--- config.mk ---
export PLATFORM = sky130hd
export DESIGN_NAME = fft_out_serializer
export DESIGN_NICKNAME = d
export VERILOG_FILES = /design/src/rtl/fft_pkg.sv /design/src/rtl/fft_out_serializer.sv
export SDC_FILE = /design/constraint.sdc
export NUM_CORES = 1
export LEC_CHECK = 0
export CAP_MARGIN = 40
export CORE_MARGIN = 8
export CORE_UTILIZATION = 30
export CTS_CLUSTER_DIAMETER = 100
export CTS_CLUSTER_SIZE = 30
export DETAILED_ROUTE_END_ITERATION = 6
export GPL_ROUTABILITY_DRIVEN = 1
export PLACE_DENSITY_LB_ADDON = 0.15
export SLEW_MARGIN = 20
export SYNTH_ARGS = -nofsm -noshare
export SYNTH_HDL_FRONTEND = slang
export SYNTH_SLANG_ARGS = --single-unit
--- constraint.sdc ---
create_clock -name CLK -period 3.2 [get_ports CLK]
set_input_delay 0.32 -clock CLK [delete_from_list [all_inputs] [get_ports CLK]]
set_output_delay 0.32 -clock CLK [all_outputs]
set_load 0.03 [all_outputs]
--- src/rtl/fft_pkg.sv ---
// Shared definitions for the 16-point FFT datapath.
// Holds the transform size, the bit-reversal helper used by the input
// and output reordering stages, and the output serializer state encoding.
package fft_pkg;

  localparam int FFT_N     = 16;
  localparam int FFT_LOG2N = 4;

  // Serializer FSM encoding; plain constants keep it legacy-tool friendly.
  localparam logic [0:0] ST_IDLE   = 1'b0;
  localparam logic [0:0] ST_STREAM = 1'b1;

  // Mirror a 4-bit index: bit 0 <-> bit 3, bit 1 <-> bit 2.
  function automatic logic [FFT_LOG2N-1:0] bitrev4(input logic [FFT_LOG2N-1:0] k);
    return {k[0], k[1], k[2], k[3]};
  endfunction

endpackage

--- src/rtl/fft_out_serializer.sv ---
// Parallel-to-serial output stage of the 16-point FFT.
// A one-cycle SEL captures all 16 complex results into a register bank;
// the bank is then streamed one word per accepted handshake, in natural
// frequency order (BITREV=1) or in raw bank order (BITREV=0).
//
// Ports:
//   CLK        clock, all state on the rising edge
//   RESET      asynchronous active-low reset
//   SEL        one-cycle load strobe from the controller
//   PAR_RE/IM  16 packed components, bank i at [i*W +: W]
//   OUT_RE/IM  current output word
//   OUT_IDX    natural-order frequency index k of the current word
//   OUT_VALID  word presented
//   OUT_READY  downstream accepts the word
//   OUT_LAST   presented word is k==15
//   BUSY       a frame is held and not yet drained
//   OVERRUN    sticky: a SEL arrived while a frame was still draining
module fft_out_serializer
  import fft_pkg::*;
#(
  parameter int W      = 16,
  parameter bit BITREV = 1'b1
) (
  input  logic                 CLK,
  input  logic                 RESET,
  input  logic                 SEL,
  input  logic [FFT_N*W-1:0]   PAR_RE,
  input  logic [FFT_N*W-1:0]   PAR_IM,
  output logic [W-1:0]         OUT_RE,
  output logic [W-1:0]         OUT_IM,
  output logic [FFT_LOG2N-1:0] OUT_IDX,
  output logic                 OUT_VALID,
  input  logic                 OUT_READY,
  output logic                 OUT_LAST,
  output logic                 BUSY,
  output logic                 OVERRUN
);

  localparam logic [FFT_LOG2N-1:0] K_LAST = FFT_LOG2N'(FFT_N - 1);

  logic [0:0]           r_state;
  logic [FFT_LOG2N-1:0] r_k;
  logic                 r_overrun;
  logic [W-1:0]         r_bank_re [FFT_N];
  logic [W-1:0]         r_bank_im [FFT_N];

  logic                 w_stream;
  logic                 w_accept;
  logic                 w_final;
  logic                 w_load;
  logic [FFT_LOG2N-1:0] w_rd_idx;

  assign w_stream = (r_state == ST_STREAM);
  assign w_accept = w_stream & OUT_READY;
  assign w_final  = w_accept & (r_k == K_LAST);
  // A load is taken from IDLE, or on the very edge that drains the last
  // word, which lets frames run back to back without a bubble.
  assign w_load   = SEL & (~w_stream | w_final);

  // NOTE: the bank is reset because the idle outputs must read as zero out of
  // reset; a bank without reset would be cheaper but would show X on OUT_RE/IM.
  // NOTE: sequential state uses non-blocking assignments only, so every
  // register samples the pre-edge values of its neighbours.
  always_ff @(posedge CLK or negedge RESET) begin
    if (!RESET) begin
      r_state   <= ST_IDLE;
      r_k       <= '0;
      r_overrun <= 1'b0;
      for (int i = 0; i < FFT_N; i++) begin
        r_bank_re[i] <= '0;
        r_bank_im[i] <= '0;
      end
    end else if (w_load) begin
      for (int i = 0; i < FFT_N; i++) begin
        r_bank_re[i] <= PAR_RE[i*W +: W];
        r_bank_im[i] <= PAR_IM[i*W +: W];
      end
      r_k     <= '0;
      r_state <= ST_STREAM;
    end else begin
      // SEL without a load can only happen mid-frame: the strobe is dropped.
      if (SEL) begin
        r_overrun <= 1'b1;
      end
      if (w_accept) begin
        r_k <= r_k + 1'b1;
        if (w_final) begin
          r_state <= ST_IDLE;
        end
      end
    end
  end

  // Read mux is driven from registered state only; OUT_READY and SEL never
  // reach an output combinationally.
  assign w_rd_idx  = BITREV ? bitrev4(r_k) : r_k;
  assign OUT_RE    = r_bank_re[w_rd_idx];
  assign OUT_IM    = r_bank_im[w_rd_idx];
  assign OUT_IDX   = r_k;
  assign OUT_VALID = w_stream;
  assign BUSY      = w_stream;
  assign OUT_LAST  = w_stream & (r_k == K_LAST);
  assign OVERRUN   = r_overrun;

endmodule

Word level (Yosys, flattened, before mapping). Cells that the tools add are included.

Add/subtract/negate cells: 1. Magnitude comparators: 1. Equal/unequal tests: 1. Mux-type cells: 11. Bitwise logic cells: 8. Reductions and logical operators: 4.

Operators by type and width (number): $bmux 16 s4 (2); $mux 16 (4); $mux 4 (2); $ge 5x5->1 const B (1); $not 4->5 (1); $add 4x1->4 const B (1); $and 1x1->1 (4); $eq 4x4->1 const B (1); $reduce_and 2->1 (2); $reduce_bool 2->1 (2); $mux 1 (3); $not 1->1 (2); $or 1x1->1 (1).

Register bits: 518. Input port bits: 516. Output and inout bits: 40. Word-level logic and storage cells: 61.

Depth between registers and ports, before layout.
Depth after elaboration: 6. Mapped depth: 7.

Least setup slack after synthesis. No wires, ideal clock.

Path type: reg-to-output. Start point: register r_k[2], in the netlist OUT_IDX[2]. End point: output port OUT_IM[15]. Data arrival time: 1981 ps. Path slack: 899 ps. Stages on the path, launching flop included: 6. Buffers on the path: 3. Cells stage by stage: dfrtp_1 -> buf_4 -> buf_2 -> buf_2 -> nor3b_1 -> o31ai_1.

Cells in the longest elaborated chain, start to end: 4.

Ends and longest elaborated chain: start, declared (line fft_out_serializer.sv:42) `logic [FFT_LOG2N-1:0] r_k;`; start signal, assigned (line fft_out_serializer.sv:86) `r_k <= r_k + 1'b1;`; $not 4->5 (not written as such) (line fft_out_serializer.sv:98) `assign OUT_IM = r_bank_im[w_rd_idx];`; $bmux 16 s4 (line fft_out_serializer.sv:98); $mux 16 (not written as such) (2 in a row) (line fft_out_serializer.sv:98); end, declared (line fft_out_serializer.sv:30) `output logic [W-1:0] OUT_IM,`.

No other way between the ends. The select of a mux whose other input is x is not followed.

Worst setup path after layout.
Start point: register r_k[2], in the netlist OUT_IDX[2]. End point: output port OUT_RE[11].

Cells in the longest elaborated chain, start to end: 4.

Ends and longest elaborated chain: $not 4->5 (not written as such) (line fft_out_serializer.sv:97) `assign OUT_RE = r_bank_re[w_rd_idx];`; $bmux 16 s4 (line fft_out_serializer.sv:97); $mux 16 (not written as such) (2 in a row) (line fft_out_serializer.sv:97); end, declared (line fft_out_serializer.sv:29) `output logic [W-1:0] OUT_RE,`.

No other way between the ends. The select of a mux whose other input is x is not followed.

==> results.py <==
metrics = {
    "run_status": {
        "status": "completed",
    },
    "worst_setup_path": {
        "crit_path_max_incr_delay_ns": 0.55,
        "path_common_cell": "buf_4",
        "crit_arrival_ns": 2.79,
        "critPathLaunchType": "register",
        "end_kind": "primary output",
        "crit_chain": "buf_16, buf_4, mux4_2, a22oi_1, nand2_1, buf_4",
        "crit_type": "reg -> out",
        "crit_fanout": 35,
        "critPathSlowestCell": "dfrtp_4",
        "worstPathRequired_ns": 2.88,
        "startpoint": "OUT_IDX[2]$_DFFE_PN0P_",
        "r2r-start": "OUT_IDX[0]$_DFFE_PN0P_",
    },
    "clock_tree": {
        "cts.sinks": 518,
        "clock_latency_ns": 0.62,
        "cts_tree": "yes",
        "clockRootBuffer": "clkbuf_16",
        "cts_made_buffers": 27,
        "clk_pin_slew_ns": 0.11,
        "htreeDepth": 1,
        "clock_path_buffers": 3,
    },
    "pwr": {
        "power.leakage_nw": 12.8,
        "finalPower_mw": 28.1,
        "ir_drop_v": 0.000436,
        "power_density_nw_per_um2": 899,
    },
    "finish": {
        "nNetsFinal": 2468,
        "drive_above_1_share_pct": 25.7,
        "syn_to_final_growth_pct": 33.7,
        "fillCellCount": 7168,
    },
    "timing": {
        "rsz0062_at_grt": "yes",
        "worstMarginPinSlew_ns": 0.818,
        "clock_skew_ns": 0.0286,
        "fin_crit_sh_pct": 97.3,
        "slew_headroom_pct": 45.4,
        "hold_violations": 0,
        "slew_violations": 0,
        "final.setup.tns_ns": 0,
        "min_period_ns": 3.11,
        "fmax_mhz": 321,
        "setup_viol": 0,
    },
    "placement": {
        "io_buffers": 555,
        "gp_congestion": 0.827,
        "dpl.hpwl_um": 61600,
    },
    "global_routing": {
        "grt_max_degree": 79,
        "grt-ovfl-total": 0,
        "use_met1_pct": 20.5,
        "first_global_vias": 16500,
        "grt_pass1_wl_um": 114000,
        "busiest_layer": "met2",
        "grt_use_met3_pct": 5.13,
        "grt_usage_pct": 17.7,
        "antenna_found_initial": 35,
        "groute.layer.met2.usage_pct": 32.3,
    },
    "synthesis": {
        "synthDistinctLibCells": 31,
        "yosysTopAreaCell": "dfrtp_1",
        "ys_seq_elements": 518,
        "ys.flop_type": "dfrtp_1",
        "ys_top_cells_by_count": "dfrtp_1, mux2_1, mux2_2",
        "async_flop_share_pct": 100,
        "synthesis.area_sq_um": 23300,
        "synth_cells": 1389,
        "synth.most_common_cell": "dfrtp_1",
        "syn_nets": 1906,
        "synth_top_area_share_pct": 55.5,
        "netlist_top_cells_area": "dfrtp_1, mux2_1, mux4_2",
        "syn_avg_cell_area_sq_um": 16.8,
        "ys_seq_area_share_pct": 55.5,
        "synth_warnings": 0,
        "synth_edf_count": 0,
    },
    "route": {
        "ant_nets": 0,
        "dr.pass1.iters": 4,
        "avgViaCountPerCell": 4.75,
        "wl_per_cell_um": 26.0,
        "num_vias": 14400,
        "wl_um": 78800,
        "drt_iter0_drc": 562,
        "drc": 0,
    },
    "floorplan": {
        "die_width_um": 295,
        "rows": 102,
        "die_area_sq_um": 87000,
        "die_h_um": 295,
        "core_sq_um": 77200,
        "start_util_pct": 30.2,
        "pin_count": 556,
    },
    "hold_path": {
        "hp-class": "in -> async",
    },
    "run": {
        "cap_violations": 0,
    },
}
==> kinds of logic after synthesis <==
kind of cell / after synthesis / share of synthesized area (%)
DFF: 518 / 55.5
AOI/OAI and AO/OA: 71 / 2.26
xor gates and xnor gates: 1 / 0.0375
adders and majority gates: 1 / 0.0536
muxes: 641 / 37.0
and+or+nand+nor: 53 / 1.06
buffers and inverters: 104 / 4.03
==> placed cells by master, fill, tap and decap left out, drive strengths merged, types with 2 or more instances in the layout <==
master / instances
clkdlybuf4s50: 522
dfrtp: 518
mux2: 514
mux4: 127
buf: 101
a22oi: 62
nand2: 34
clkbuf: 32
diode: 19
inv: 13
dlygate4sd2: 8
nand3: 6
clkinv: 5
nor2: 4
nor2b: 3
o21ai: 2
a21oi: 2
dlymetal6s2s: 2
==> final timing paths <==
path | slack (ns) | cells past startpoint | endpoint
max | 0.09 | 6 | OUT_RE[11]
min | 0.24 | 2 | r_bank_im[156]$_DFFE_PN0P_
max reg2reg | 0.65 | 7 | r_bank_im[168]$_DFFE_PN0P_
min reg2reg | 0.49 | 1 | r_bank_re[165]$_DFFE_PN0P_
max in group asynchronous | 1.79 | 4 | r_bank_im[203]$_DFFE_PN0P_
min in group CLK | 0.29 | 2 | r_bank_im[144]$_DFFE_PN0P_
==> sequential cells by signal (all words and copies together) (netlist names) <==
register	flops
r_bank_im	256
r_bank_re	256
BUSY	1
OUT_IDX	4
OVERRUN	1
==> power breakdown <==
part	internal, mW	switching (mW)	leakage [nW]	total [mW]
Sequential	9.73	1.72	6.30	11.5
Clock	1.76	2.43	0.447	4.19
Combinational	6.61	5.81	6.05	12.4
Total	18.1	9.97	12.8	28.1
==> worst max-delay path: cells and delay by family, from the launching register on <==
kind,cells,cell delay [ns]
muxes,1,0.33
buffers and inverters,3,0.72
DFF,1,0.55
and+or+nand+nor,1,0.20
AOI/OAI and AO/OA,1,0.32
==> cell type report <==
type                    instances  area, sq um  share of cell area (%)
multi-input cells             767         9520                    30.5
diodes                         19         47.5                   0.152
clock inverters                18          196                   0.629
flip-flops and latches        518        13000                    41.6
clock buffers                  30          697                    2.23
repair buffers                636         6470                    20.7
well taps                    1040         1300                    4.17
inverters                       1         3.75                  0.0120
==> layer usage <==
layer  vias to the layer above  share of wire, %
li1                       6354                 -
met1                      7527                38
met2                       367                53
met3                        95               7.0
met4                        34               2.2
met5                         -              0.28
==> metrics by stage <==
stage | hold slack, ns | cells | area (sq um) | setup WS, ns | utilization (%)
2_1_floorplan | 0.0244 | 1389 | 23300 | 0.899 | -
3_3_place_gp | 0.366 | 2951 | 30100 | 0.299 | 38.9
3_5_place_dp | 0.367 | 2951 | 30100 | 0.269 | 38.9
4_1_cts | 0.248 | 3006 | 31100 | 0.000970 | 40.2
5_1_grt | 0.263 | 3018 | 31200 | -0.0000990 | 40.4
6_report | 0.238 | 3029 | 31200 | 0.0864 | 40.4
==> timing repair <==
action | in CTS | in global routing
hold endpoints to repair | 67 | 0
resized for setup | 17 | 10
buffers inserted | 6 | 2
hold buffers | 1 | 0
cloned | 0 | 1
setup endpoints to repair | 28 | 13
No activity file was read; power rests on OpenSTA's default activity.
